File: src/rtl/circular_fifo.sv
// Show-ahead circular-buffer FIFO: count-based full/empty, combinational accept
// strobes and head data, sticky overflow/underflow flags.
module circular_fifo #(
  parameter int DEPTH  = 8,
  parameter int WIDTH  = 8,
  parameter int CNTWID = $clog2(DEPTH) + 1,
  parameter int PTRWID = $clog2(DEPTH)
) (
  input  logic              clk,
  input  logic              rst,
  input  logic              push,
  input  logic              pop,
  input  logic [WIDTH-1:0]  data_in,
  output logic [WIDTH-1:0]  data_out,
  output logic              full,
  output logic              empty,
  output logic [CNTWID-1:0] count,
  output logic              push_ok,
  output logic              pop_ok,
  output logic              overflow,
  output logic              underflow
);

  logic [WIDTH-1:0]  mem_r [DEPTH];
  logic [PTRWID-1:0] wr_ptr_r;
  logic [PTRWID-1:0] rd_ptr_r;
  logic [PTRWID-1:0] wr_ptr_nxt_s;
  logic [PTRWID-1:0] rd_ptr_nxt_s;
  logic [CNTWID-1:0] count_r;
  logic [CNTWID-1:0] count_nxt_s;
  logic              overflow_r;
  logic              underflow_r;
  logic              full_s;
  logic              empty_s;
  logic              push_ok_s;
  logic              pop_ok_s;
  logic [WIDTH-1:0]  data_out_s;

  // Explicit wrap so DEPTH need not be a power of two.
  function automatic logic [PTRWID-1:0] ptr_inc(input logic [PTRWID-1:0] ptr);
    if (ptr == PTRWID'(DEPTH - 1)) begin
      return {PTRWID{1'b0}};
    end else begin
      return ptr + PTRWID'(1);
    end
  endfunction

  // Status decode and accept rules; a full FIFO still accepts a push paired with a pop.
  always_comb begin
    full_s    = (count_r == CNTWID'(DEPTH));
    empty_s   = (count_r == {CNTWID{1'b0}});
    pop_ok_s  = pop & ~empty_s;
    push_ok_s = push & (~full_s | pop);
  end

  // Next-state for pointers and occupancy.
  always_comb begin
    wr_ptr_nxt_s = wr_ptr_r;
    rd_ptr_nxt_s = rd_ptr_r;
    count_nxt_s  = count_r;
    if (push_ok_s) begin
      wr_ptr_nxt_s = ptr_inc(wr_ptr_r);
    end else begin
      wr_ptr_nxt_s = wr_ptr_r;
    end
    if (pop_ok_s) begin
      rd_ptr_nxt_s = ptr_inc(rd_ptr_r);
    end else begin
      rd_ptr_nxt_s = rd_ptr_r;
    end
    case ({push_ok_s, pop_ok_s})
      2'b10:   count_nxt_s = count_r + CNTWID'(1);
      2'b01:   count_nxt_s = count_r - CNTWID'(1);
      default: count_nxt_s = count_r;
    endcase
  end

  // Control state; flags are sticky until reset and never gate operation.
  always_ff @(posedge clk or negedge rst) begin
    if (!rst) begin
      wr_ptr_r    <= {PTRWID{1'b0}};
      rd_ptr_r    <= {PTRWID{1'b0}};
      count_r     <= {CNTWID{1'b0}};
      overflow_r  <= 1'b0;
      underflow_r <= 1'b0;
    end else begin
      wr_ptr_r    <= wr_ptr_nxt_s;
      rd_ptr_r    <= rd_ptr_nxt_s;
      count_r     <= count_nxt_s;
      overflow_r  <= overflow_r | (push & full_s & ~pop);
      underflow_r <= underflow_r | (pop & empty_s);
    end
  end

  // Storage array, deliberately left unreset.
  always_ff @(posedge clk) begin
    if (push_ok_s) begin
      mem_r[wr_ptr_r] <= data_in;
    end
  end

  // Show-ahead head word, forced to zero when empty.
  always_comb begin
    if (empty_s) begin
      data_out_s = {WIDTH{1'b0}};
    end else begin
      data_out_s = mem_r[rd_ptr_r];
    end
  end

  assign data_out  = data_out_s;
  assign full      = full_s;
  assign empty     = empty_s;
  assign count     = count_r;
  assign push_ok   = push_ok_s;
  assign pop_ok    = pop_ok_s;
  assign overflow  = overflow_r;
  assign underflow = underflow_r;

endmodule

File: config.mk
export PLATFORM = sky130hd
export DESIGN_NAME = circular_fifo
export DESIGN_NICKNAME = d
export VERILOG_FILES = /design/src/rtl/circular_fifo.sv
export SDC_FILE = /design/constraint.sdc
export NUM_CORES = 1
export LEC_CHECK = 0
export CORE_MARGIN = 2
export CORE_UTILIZATION = 60
export CTS_BUF_LIST = sky130_fd_sc_hd__clkbuf_8
export CTS_CLUSTER_SIZE = 8
export DETAILED_ROUTE_END_ITERATION = 12
export PLACE_DENSITY = 0.83
export REMOVE_ABC_BUFFERS = 1
export SLEW_MARGIN = 15
export SYNTH_ARGS = -nofsm -noshare
export SYNTH_HDL_FRONTEND = slang
export SYNTH_SLANG_ARGS = --single-unit
export TNS_END_PERCENT = 30
File: constraint.sdc
create_clock -name clk -period 4.7 [get_ports clk]
set_input_delay 0.94 -clock clk [delete_from_list [all_inputs] [get_ports clk]]
set_output_delay 0.94 -clock clk [all_outputs]
set_load 0.01 [all_outputs]
==> results.toml <==
[die]
dieHeight_um = 76.3
core_um2 = 5070
initial_core_util_pct = 61.8
design.die.area_um2 = 5820
rows = 26
top_level_ports = 30
width_of_the_die_um = 76.3

[pwr]
power.ir.vdd_worst_v = 0.000344
switching_power_w = 0.000711
clock_power_share_pct = 19.6
power_density_nw_per_um2 = 595
p_sw_share_pct = 32.2
power.combinational.fraction_pct = 33.6
pint_w = 0.00150
power_frac_seq_pct = 46.8
power_leakage_nw = 1.31

[final_layout]
number_of_nets_in_the_layout = 232
multi_input_combinational_cell_area_um2 = 870
nFillCells = 335
num_antenna_cells = 0
post_route_cells_drive_above_1_share_pct = 21.1
register_area_um2 = 2220
syn_to_final_growth_pct = 18.3
final_core_utilization_pct = 73.1

[grt]
overflow = 0
grt_total_usage_pct = 20.5
grt_antenna_before_repair = 0
first_global_vias = 1767
grt_max_degree = 19
grt_pass1_wl_mm = 8.84

[cts]
tritoncts = "yes"
post-cts-setup-buffer-count = 0
numClockSinks = 76
clk-insertion-delay-late_ps = 340
cts-buffers-inserted = 9
post_cts_resized = 0
path_clk_slew_ps = 80
ctsRootBufferMaster = "clkbuf_8"
number_of_h_tree_levels = 3
clockBufferDepth = 2
cts_hold_buf = 0

[job]
drv.max_cap_violation_count = 0

[setup_path]
critical_path_class = "input pin to output port"
cp_max_fo = 12
setup.worst_path.start_class = "input pin"
worst_ep_required_time_ps = 3760
cp-end-kind = "output port"
critical_path_arrival_ps = 2600

[timing]
total_setup_violations_reported_at_the_end_of_the_flow = 0
transition_time_at_the_pin_with_the_least_slew_margin_ps = 901
maxSlewHeadroom_pct = 39.7
final.period_utilization_pct = 75.4
final_period_minus_worst_setup_slack_ps = 3540
rsz_0062_raised_after_global_routing = "no"
fin_worst_hold_slack_ps = 462
final_max_slew_viol_count = 0
fmax_mhz = 282
final_hold_viol_count = 0
fin_worst_skew_ps = 9.61
fin_tns_setup_ps = 0

[routing]
drt_iter0_markers = 76
vias = 1653
count_of_tritonroute_iterations_in_the_first_routing_pass = 4
drc = 0
drt-vias-per-instance = 5.74
postRouteWirelength_mm = 5.43
wl_per_cell_um = 18.9
drt.antenna.violating_nets = 0

[synthesis]
ys_warn_count = 0
part_of_the_yosys_area_used_for_sequential_elements_pct = 70.8
synth_seq_cells = 76
synthesized_instance_count = 173
mapped_area_um2 = 3140
syn-mean-instance-area_um2 = 18.1
ys_types = 29

[place]
place_hpwl_mm = 3.59
finalWeightedCongestion = 0.708
portbufs = 29

[min_path]
timing.hold.worst.class = "register to register"

[outcome]
run_status = "finished clean"
[per-layer routing]
layer | vias to the layer above | share of wire [%] | track usage (%)
li1 | 759 | - | -
met1 | 847 | 42 | 26.9
met2 | 41 | 53 | 34.1
met3 | 6 | 3.4 | 4.27
met4 | 0 | 1.1 | 8.55
met5 | - | 0 | 0
[area by class of cell]
class                   count  area share [%]
clock buffers               9            3.34
clock inverters             7            1.38
inverters                   3           0.304
multi-input cells          87            23.4
flip-flops and latches     76            59.9
well taps                  70            2.36
repair buffers             36            9.24
[metrics by stage]
step | worst slack (ps) | std cells | area [µm²] | power (W)
global route | 1090 | 288 | 3710 | 0.00233
detailed placement | 1170 | 272 | 3530 | 0.00180
floorplan | 1500 | 166 | 3100 | 0.00143
finish | 1160 | 288 | 3710 | 0.00221
global placement | 1280 | 272 | 3530 | 0.00175
CTS | 922 | 288 | 3710 | 0.00223
[synthesized netlist by cell type]
cell type / instances / share of area, %
buf_2: 2 / 0.32
o21ai_0: 2 / 0.32
nand3_1: 1 / 0.16
o21ai_2: 1 / 0.28
buf_1: 1 / 0.12
mux2_2: 2 / 0.72
nor4_1: 3 / 0.60
a21o_1: 4 / 0.96
buf_6: 1 / 0.36
or4b_4: 1 / 0.44
nand2_1: 7 / 0.84
mux4_2: 16 / 11
nor4b_1: 1 / 0.28
nor3_2: 1 / 0.32
nand2b_1: 6 / 1.2
mux2i_1: 8 / 2.6
nor3_1: 6 / 0.96
ha_1: 7 / 2.8
xnor2_1: 2 / 0.56
xor2_1: 3 / 0.84
nor2_1: 13 / 1.6
clkbuf_1: 2 / 0.24
a2111oi_0: 1 / 0.28
a21oi_1: 1 / 0.16
buf_4: 1 / 0.24
nand3b_1: 1 / 0.24
dfrtp_1: 12 / 9.6
edfxtp_1: 64 / 61
inv_1: 3 / 0.36
[power groups by stage]
stage | clock (W) | sequential (W) | combinational, W
finish | 0.000432 | 0.00103 | 0.000742
floorplan | 0 | 0.00101 | 0.000428
detailed placement | 0 | 0.00105 | 0.000749
global route | 0.000468 | 0.00106 | 0.000804
global placement | 0 | 0.00103 | 0.000717
CTS | 0.000439 | 0.00103 | 0.000752
[cells in the final DEF (no fill, tap or decap)]
cell type	instances
mux2_2	2
nor3_1	6
a21oi_1	1
clkbuf_8	9
clkinv_2	2
inv_1	3
dfrtp_1	11
nor3_2	1
nor2_1	13
a21o_1	4
mux2i_1	8
nand3_1	1
o21ai_2	1
nand2b_1	6
nor4b_1	1
buf_4	7
nor4_2	1
nand3b_1	1
or4b_4	1
dfrtp_2	1
clkinv_4	1
inv_6	2
clkdlybuf4s50_1	29
o21ai_0	2
clkinvlp_4	2
xor2_1	3
nand2_1	7
xnor2_1	2
edfxtp_1	64
ha_1	7
a2111oi_0	1
nor4_1	2
mux4_2	16
[registers in the layout (all words and copies together) (netlist names)]
register   cells
overflow       1
rd_ptr_r       3
count          4
wr_ptr_r       3
mem_r         64
underflow      1
[worst max-delay path: stages]
cell and delay (ps):
clkdlybuf4s50_1 490, o21ai_2 480, inv_1 160, clkdlybuf4s50_1 530
[cell families (layout without fill, tap and decap cells)]
logic type	count (synthesis)	after routing	synth area share, %
buf+inv	10	55	1.64
simple gates	40	40	6.58
compound gates	9	9	1.99
xor+xnor	5	5	1.40
mux	26	26	14.8
flops	76	76	70.8
fa+ha+maj	7	7	2.79
[worst paths after layout]
| path | from | end | slack (ps) | cells after the start |
|---|---|---|---|---|
| max | pop | push_ok | 1160 | 4 |
| min | underflow$_DFF_PN0_ | underflow$_DFF_PN0_ | 460 | 1 |
| max reg2reg | count[1]$_DFFE_PN0P_ | count[2]$_DFFE_PN0P_ | 1880 | 9 |
| min reg2reg | underflow$_DFF_PN0_ | underflow$_DFF_PN0_ | 460 | 1 |
| max in group asynchronous | rst | rd_ptr_r[0]$_DFFE_PN0P_ | 3370 | 1 |
| min in group asynchronous | rst | count[1]$_DFFE_PN0P_ | 950 | 1 |
Note: power is estimated with default switching activity, not from simulation.
